$ cat src/rtl/mux_21_rr_arb_if.sv
// Handshake bundle between two packet sources, the round-robin arbiter and
// the downstream consumer of the merged stream.
interface mux_21_rr_arb_if #(
    parameter int unsigned WIDTH = 8
);
    logic [WIDTH-1:0] in_0;
    logic             in_0_valid;
    logic             in_0_last;
    logic             in_0_ready;
    logic [WIDTH-1:0] in_1;
    logic             in_1_valid;
    logic             in_1_last;
    logic             in_1_ready;
    logic [WIDTH-1:0] mux_out;
    logic             mux_out_valid;
    logic             mux_out_last;
    logic             mux_out_ready;
    logic             sel;

    // Environment side: drives the sources and the downstream ready.
    modport master (
        output in_0, in_0_valid, in_0_last,
        output in_1, in_1_valid, in_1_last,
        output mux_out_ready,
        input  in_0_ready, in_1_ready,
        input  mux_out, mux_out_valid, mux_out_last, sel
    );

    // Arbiter side.
    modport slave (
        input  in_0, in_0_valid, in_0_last,
        input  in_1, in_1_valid, in_1_last,
        input  mux_out_ready,
        output in_0_ready, in_1_ready,
        output mux_out, mux_out_valid, mux_out_last, sel
    );
endinterface

$ cat src/rtl/mux_21_rr_arb.sv
// Two-input round-robin packet arbiter with a one-entry registered output
// stage. A grant is held for a whole packet; priority flips after each packet.
module mux_21_rr_arb #(
    parameter int unsigned WIDTH = 8
) (
    input logic              clk,
    input logic              rst_n,
    mux_21_rr_arb_if.slave   bus
);
    typedef enum logic [1:0] {
        IDLE  = 2'd0,
        LOCK0 = 2'd1,
        LOCK1 = 2'd2
    } state_e;

    state_e           state_q, state_d;
    logic             prio_q, prio_d;
    logic [WIDTH-1:0] mux_out_q, mux_out_d;
    logic             mux_out_valid_q, mux_out_valid_d;
    logic             mux_out_last_q, mux_out_last_d;
    logic             sel_q, sel_d;

    logic             out_free;
    logic             rdy_0, rdy_1;
    logic             xfer_0, xfer_1;

    // Ready depends only on grant state and output-stage occupancy.
    always_comb begin
        out_free = !mux_out_valid_q || bus.mux_out_ready;
        rdy_0    = (state_q == LOCK0) && out_free;
        rdy_1    = (state_q == LOCK1) && out_free;
        xfer_0   = bus.in_0_valid && rdy_0;
        xfer_1   = bus.in_1_valid && rdy_1;
    end

    // Next-state: arbitration, packet lock and output register loading.
    always_comb begin
        state_d         = state_q;
        prio_d          = prio_q;
        mux_out_d       = mux_out_q;
        mux_out_valid_d = mux_out_valid_q;
        mux_out_last_d  = mux_out_last_q;
        sel_d           = sel_q;

        case (state_q)
            IDLE: begin
                if (bus.in_0_valid && (!bus.in_1_valid || !prio_q)) begin
                    state_d = LOCK0;
                end else if (bus.in_1_valid) begin
                    state_d = LOCK1;
                end
            end
            LOCK0: begin
                if (xfer_0 && bus.in_0_last) begin
                    state_d = IDLE;
                    prio_d  = 1'b1;
                end
            end
            LOCK1: begin
                if (xfer_1 && bus.in_1_last) begin
                    state_d = IDLE;
                    prio_d  = 1'b0;
                end
            end
            default: state_d = IDLE;
        endcase

        if (xfer_0) begin
            mux_out_d       = bus.in_0;
            mux_out_last_d  = bus.in_0_last;
            sel_d           = 1'b0;
            mux_out_valid_d = 1'b1;
        end else if (xfer_1) begin
            mux_out_d       = bus.in_1;
            mux_out_last_d  = bus.in_1_last;
            sel_d           = 1'b1;
            mux_out_valid_d = 1'b1;
        end else if (mux_out_valid_q && bus.mux_out_ready) begin
            mux_out_valid_d = 1'b0;
        end
    end

    // State and output registers; reset discards any held beat.
    always_ff @(posedge clk or negedge rst_n) begin
        if (!rst_n) begin
            state_q         <= IDLE;
            prio_q          <= 1'b0;
            mux_out_q       <= '0;
            mux_out_valid_q <= 1'b0;
            mux_out_last_q  <= 1'b0;
            sel_q           <= 1'b0;
        end else begin
            state_q         <= state_d;
            prio_q          <= prio_d;
            mux_out_q       <= mux_out_d;
            mux_out_valid_q <= mux_out_valid_d;
            mux_out_last_q  <= mux_out_last_d;
            sel_q           <= sel_d;
        end
    end

    assign bus.in_0_ready    = rdy_0;
    assign bus.in_1_ready    = rdy_1;
    assign bus.mux_out       = mux_out_q;
    assign bus.mux_out_valid = mux_out_valid_q;
    assign bus.mux_out_last  = mux_out_last_q;
    assign bus.sel           = sel_q;
endmodule

$ cat src/flat_wrapper.sv
// flat-port wrapper written by rule: the top's interface ports become plain ports
module mux_21_rr_arb_flat 
#(
    parameter int unsigned WIDTH = 8
)
  (clk, rst_n, bus_in_0, bus_in_0_valid, bus_in_0_last, bus_in_1, bus_in_1_valid, bus_in_1_last, bus_mux_out_ready, bus_in_0_ready, bus_in_1_ready, bus_mux_out, bus_mux_out_valid, bus_mux_out_last, bus_sel);
  mux_21_rr_arb_if #(.WIDTH(WIDTH)) bus_i ();
  input logic clk;
  input logic rst_n;
  input wire logic [$bits(bus_i.in_0)-1:0] bus_in_0;
  input wire logic [$bits(bus_i.in_0_valid)-1:0] bus_in_0_valid;
  input wire logic [$bits(bus_i.in_0_last)-1:0] bus_in_0_last;
  input wire logic [$bits(bus_i.in_1)-1:0] bus_in_1;
  input wire logic [$bits(bus_i.in_1_valid)-1:0] bus_in_1_valid;
  input wire logic [$bits(bus_i.in_1_last)-1:0] bus_in_1_last;
  input wire logic [$bits(bus_i.mux_out_ready)-1:0] bus_mux_out_ready;
  output wire logic [$bits(bus_i.in_0_ready)-1:0] bus_in_0_ready;
  output wire logic [$bits(bus_i.in_1_ready)-1:0] bus_in_1_ready;
  output wire logic [$bits(bus_i.mux_out)-1:0] bus_mux_out;
  output wire logic [$bits(bus_i.mux_out_valid)-1:0] bus_mux_out_valid;
  output wire logic [$bits(bus_i.mux_out_last)-1:0] bus_mux_out_last;
  output wire logic [$bits(bus_i.sel)-1:0] bus_sel;
  assign bus_i.in_0 = bus_in_0;
  assign bus_i.in_0_valid = bus_in_0_valid;
  assign bus_i.in_0_last = bus_in_0_last;
  assign bus_i.in_1 = bus_in_1;
  assign bus_i.in_1_valid = bus_in_1_valid;
  assign bus_i.in_1_last = bus_in_1_last;
  assign bus_i.mux_out_ready = bus_mux_out_ready;
  assign bus_in_0_ready = bus_i.in_0_ready;
  assign bus_in_1_ready = bus_i.in_1_ready;
  assign bus_mux_out = bus_i.mux_out;
  assign bus_mux_out_valid = bus_i.mux_out_valid;
  assign bus_mux_out_last = bus_i.mux_out_last;
  assign bus_sel = bus_i.sel;
  mux_21_rr_arb #(.WIDTH(WIDTH)) u_core (.clk(clk), .rst_n(rst_n), .bus(bus_i));
endmodule
$ cat config.mk
export PLATFORM = sky130hd
export DESIGN_NAME = mux_21_rr_arb_flat
export DESIGN_NICKNAME = d
export VERILOG_FILES = /design/src/rtl/mux_21_rr_arb_if.sv /design/src/rtl/mux_21_rr_arb.sv /design/src/flat_wrapper.sv
export SDC_FILE = /design/constraint.sdc
export NUM_CORES = 1
export LEC_CHECK = 0
export CORE_MARGIN = 2
export CORE_UTILIZATION = 25
export CTS_CLUSTER_SIZE = 30
export DETAILED_ROUTE_END_ITERATION = 12
export PLACE_DENSITY_LB_ADDON = 0.2
export SLEW_MARGIN = 40
export SYNTH_ARGS = -nofsm -noshare
export SYNTH_HDL_FRONTEND = slang
export SYNTH_SLANG_ARGS = --single-unit
$ cat constraint.sdc
create_clock -name clk -period 1.4 [get_ports clk]
set_input_delay 0.35 -clock clk [delete_from_list [all_inputs] [get_ports clk]]
set_output_delay 0.35 -clock clk [all_outputs]
set_load 0.02 [all_outputs]
==> results.yml <==
worst_setup_path:
  startpoint: "u_core.bus.mux_out_valid"
  critical_path.slowest_cell: "dfrtp_2"
  worstSetupPathType: "reg -> out"
  critPathArrivalTime_ns: 1.15
  critPathMaxStageDelay_ns: 0.41
  crit_chain: "nor2b_4, nor3b_2, buf_4"
  cpLargestDelayFamily: "flip-flops"
  worstSetupStartpointType: "flip-flop"
  crit_reg_reg_startpoint: "u_core.state_q[0]"
  cp_data_required_time_ns: 1.05
  end_kind: "output pin"
  cp.buffers_inverters: 1
  worst_path_fanout_max: 3
die:
  row_count: 20
  io_pins: 36
  dieHeight_um: 59.8
  die_area_um2: 3580
  initial_core_util: 0.259
  placeableCoreArea_um2: 3000
  die_width_um: 59.8
drt:
  detail_route.wirelength_mm: 1.86
  firstDrtPassIters: 4
  num_vias: 678
  drcViolationCount: 0
  post_drt_via_cell_ratio: 4.64
  avgRoutedWirePerCell_um: 12.8
  first_iter_violations: 7
  final_antenna_net_count: 0
cts:
  clock-sinks: 14
  numCtsBuffers: 3
  cts_tree: "built"
  cts_max_level: 1
  clock_latency_ns: 0.28
  clk_transition_reported_paths_ns: 0.09
  max-clock-path-buffers: 2
  ctsHoldBuffers: 0
  clock-root-buffer: "clkbuf_4"
synth:
  ys_seq_elements: 14
  synth.distinct_cells: 25
  synth_seq_area_share: 0.450
  syn_area_um2: 778
  postSynthAreaPerCell_um2: 13.2
  synth.net_count: 82
  synthesis.yosys.warnings: 0
  synthCells: 59
finish:
  drive_above_1_share: 0.434
  antenna_cells_inserted: 0
  post-route-cell-area_um2: 1380
  nNetsFinal: 137
  filler_free_cell_count_of_the_finished_design: 146
  finish.utilization: 0.460
  syn_to_final_growth_pct: 77.3
grt:
  first_global_vias: 715
  grt_use_total: 0.118
  grt_first_pass_wirelength_mm: 3.12
  remaining_global_route_overflow: 0
  grt_start_max_net_pins: 15
  grt_antenna_before_repair: 0
placed_design:
  globalplace.congestion: 0.759
  buffer_ports.inserted: 35
  place_hpwl_mm: 1.44
  dp_cells: 139
  dpl-instance-area_um2: 1310
sta:
  layout_setup_ws_ns: -0.0958
  grt_setup_unrepaired: "true"
  achievable-frequency_mhz: 669
  fin_skew_ns: 0.00713
  min_period_ns: 1.50
  slew_violations: 0
  finalHoldViolCount: 0
  tightest_slew_ns: 0.278
  layout_worst_path_cycle_share: 1.07
  slew_headroom: 0.815
  count_of_final_setup_violators: 10
power:
  maximum_vdd_ir_drop_v: 0.000729
  cellPowerDensity_nw_per_um2: 1970
  cellLeakagePower_nw: 0.658
status:
  violations: "negative setup slack"
  outcome: "complete, but fails checks"
run:
  max-cap-violations: 0
worst_hold_path:
  worstHoldPathType: "in -> async"
[area by class of cell]
cell class,instances,area (um2)
inverter,1,3.75
timing repair buffer,52,502
sequential,14,353
fill,302,1620
tap,33,41.3
clock buffer,4,26.3
multi-input combinational,42,454
[per-layer routing]
metal,share of wire,vias up,GRT usage
met5,0,-,0
met4,0,0,0.0381
met3,0.078,0,0.0346
met2,0.49,29,0.197
met1,0.43,325,0.144
li1,-,324,-
[stage by stage]
stage | hold WS, ns | setup slack (ns) | setup TNS (ns) | power (mW)
2_1_floorplan | 0.0544 | -0.0627 | -0.516 | 1.68
3_3_place_gp | 0.494 | -0.608 | -5.52 | 2.46
3_5_place_dp | 0.492 | -0.618 | -5.80 | 2.48
4_1_cts | 0.391 | -0.106 | -0.953 | 2.76
5_1_grt | 0.388 | -0.154 | -1.38 | 2.90
6_report | 0.379 | -0.0958 | -0.806 | 2.72
[cell usage in the layout (no fill, tap or decap), types with 2 or more instances in the layout]
master | Yosys | routed
clkdlybuf4s50_1 | 0 | 20
mux2_4 | 12 | 14
buf_4 | 0 | 13
dlygate4sd2_1 | 0 | 12
dfrtp_1 | 14 | 12
clkbuf_4 | 0 | 3
buf_6 | 1 | 3
buf_12 | 0 | 3
nand2b_4 | 0 | 2
a21oi_1 | 2 | 2
nor3_1 | 2 | 2
a31oi_1 | 2 | 2
mux2_2 | 4 | 2
dfrtp_2 | 0 | 2
[state kept, by name, indices dropped and copies added (netlist names)]
name                      cells
u_core.bus.mux_out_last       1
u_core.state_q                2
u_core.bus.mux_out            8
u_core.bus.sel                1
u_core.bus.mux_out_valid      1
u_core.prio_q                 1
[synthesized netlist by cell type]
cell	number	area, um2
mux2_4	12	180
inv_1	1	3.75
a41oi_1	1	8.76
a21oi_1	2	10.0
and4_1	1	8.76
and2b_1	1	7.51
nand3_1	1	5.00
nand3b_4	1	20.0
mux2_2	4	45.0
nor3_1	2	10.0
o31ai_1	1	7.51
clkbuf_1	1	3.75
nor2_1	3	11.3
nor3b_1	1	7.51
buf_6	1	11.3
nand4_1	1	6.26
dfrtp_1	14	350
a22o_1	1	8.76
nand2_1	1	3.75
nand3b_1	1	7.51
nand2b_1	3	18.8
o21a_1	1	7.51
nor2b_1	1	6.26
a21oi_4	1	16.3
a31oi_1	2	12.5
[power by group]
group	total [mW]	internal, mW	switching [mW]	leakage [nW]
Combinational	1.74	1.01	0.725	0.480
Clock	0.240	0.110	0.130	0.0150
Sequential	0.741	0.617	0.124	0.163
[worst reg2reg max path: cells and delay by family (launching register included)]
| kind | cells | cell delay, ns |
|---|---|---|
| AO/OA/AOI/OAI | 1 | 0.17 |
| multiplexers | 1 | 0.30 |
| buffers and inverters | 2 | 0.29 |
| flip-flops | 1 | 0.41 |
| AND/OR/NAND/NOR | 1 | 0.21 |
[cells by family (layout without fill, tap and decap cells)]
kind of cell,after synthesis,in the layout,share of synthesized area
AO/OA/AOI/OAI,9,9,0.0917
buffers and inverters,3,57,0.0241
flip-flops,14,14,0.450
multiplexers,16,16,0.289
AND/OR/NAND/NOR,17,17,0.145
[worst paths after layout]
| kind | to | slack (ns) | depth (start not counted) |
|---|---|---|---|
| setup reg to reg | u_core.bus.mux_out[6] | -0.1 | 5 |
| min in group clk | u_core.bus.sel | 0.51 | 2 |
| hold reg to reg | u_core.bus.sel | 0.51 | 2 |
| setup / recovery | bus_in_0_ready | -0.1 | 3 |
| max in group asynchronous | u_core.state_q[1] | 0.83 | 2 |
| hold / removal | u_core.bus.mux_out_last | 0.38 | 2 |
[repair_timing]
item	CTS	global route
pin swaps	3	2
buffers inserted	4	0
setup endpoints to repair	21	12
resized for setup	36	1
(Power assumes the default switching activity.)
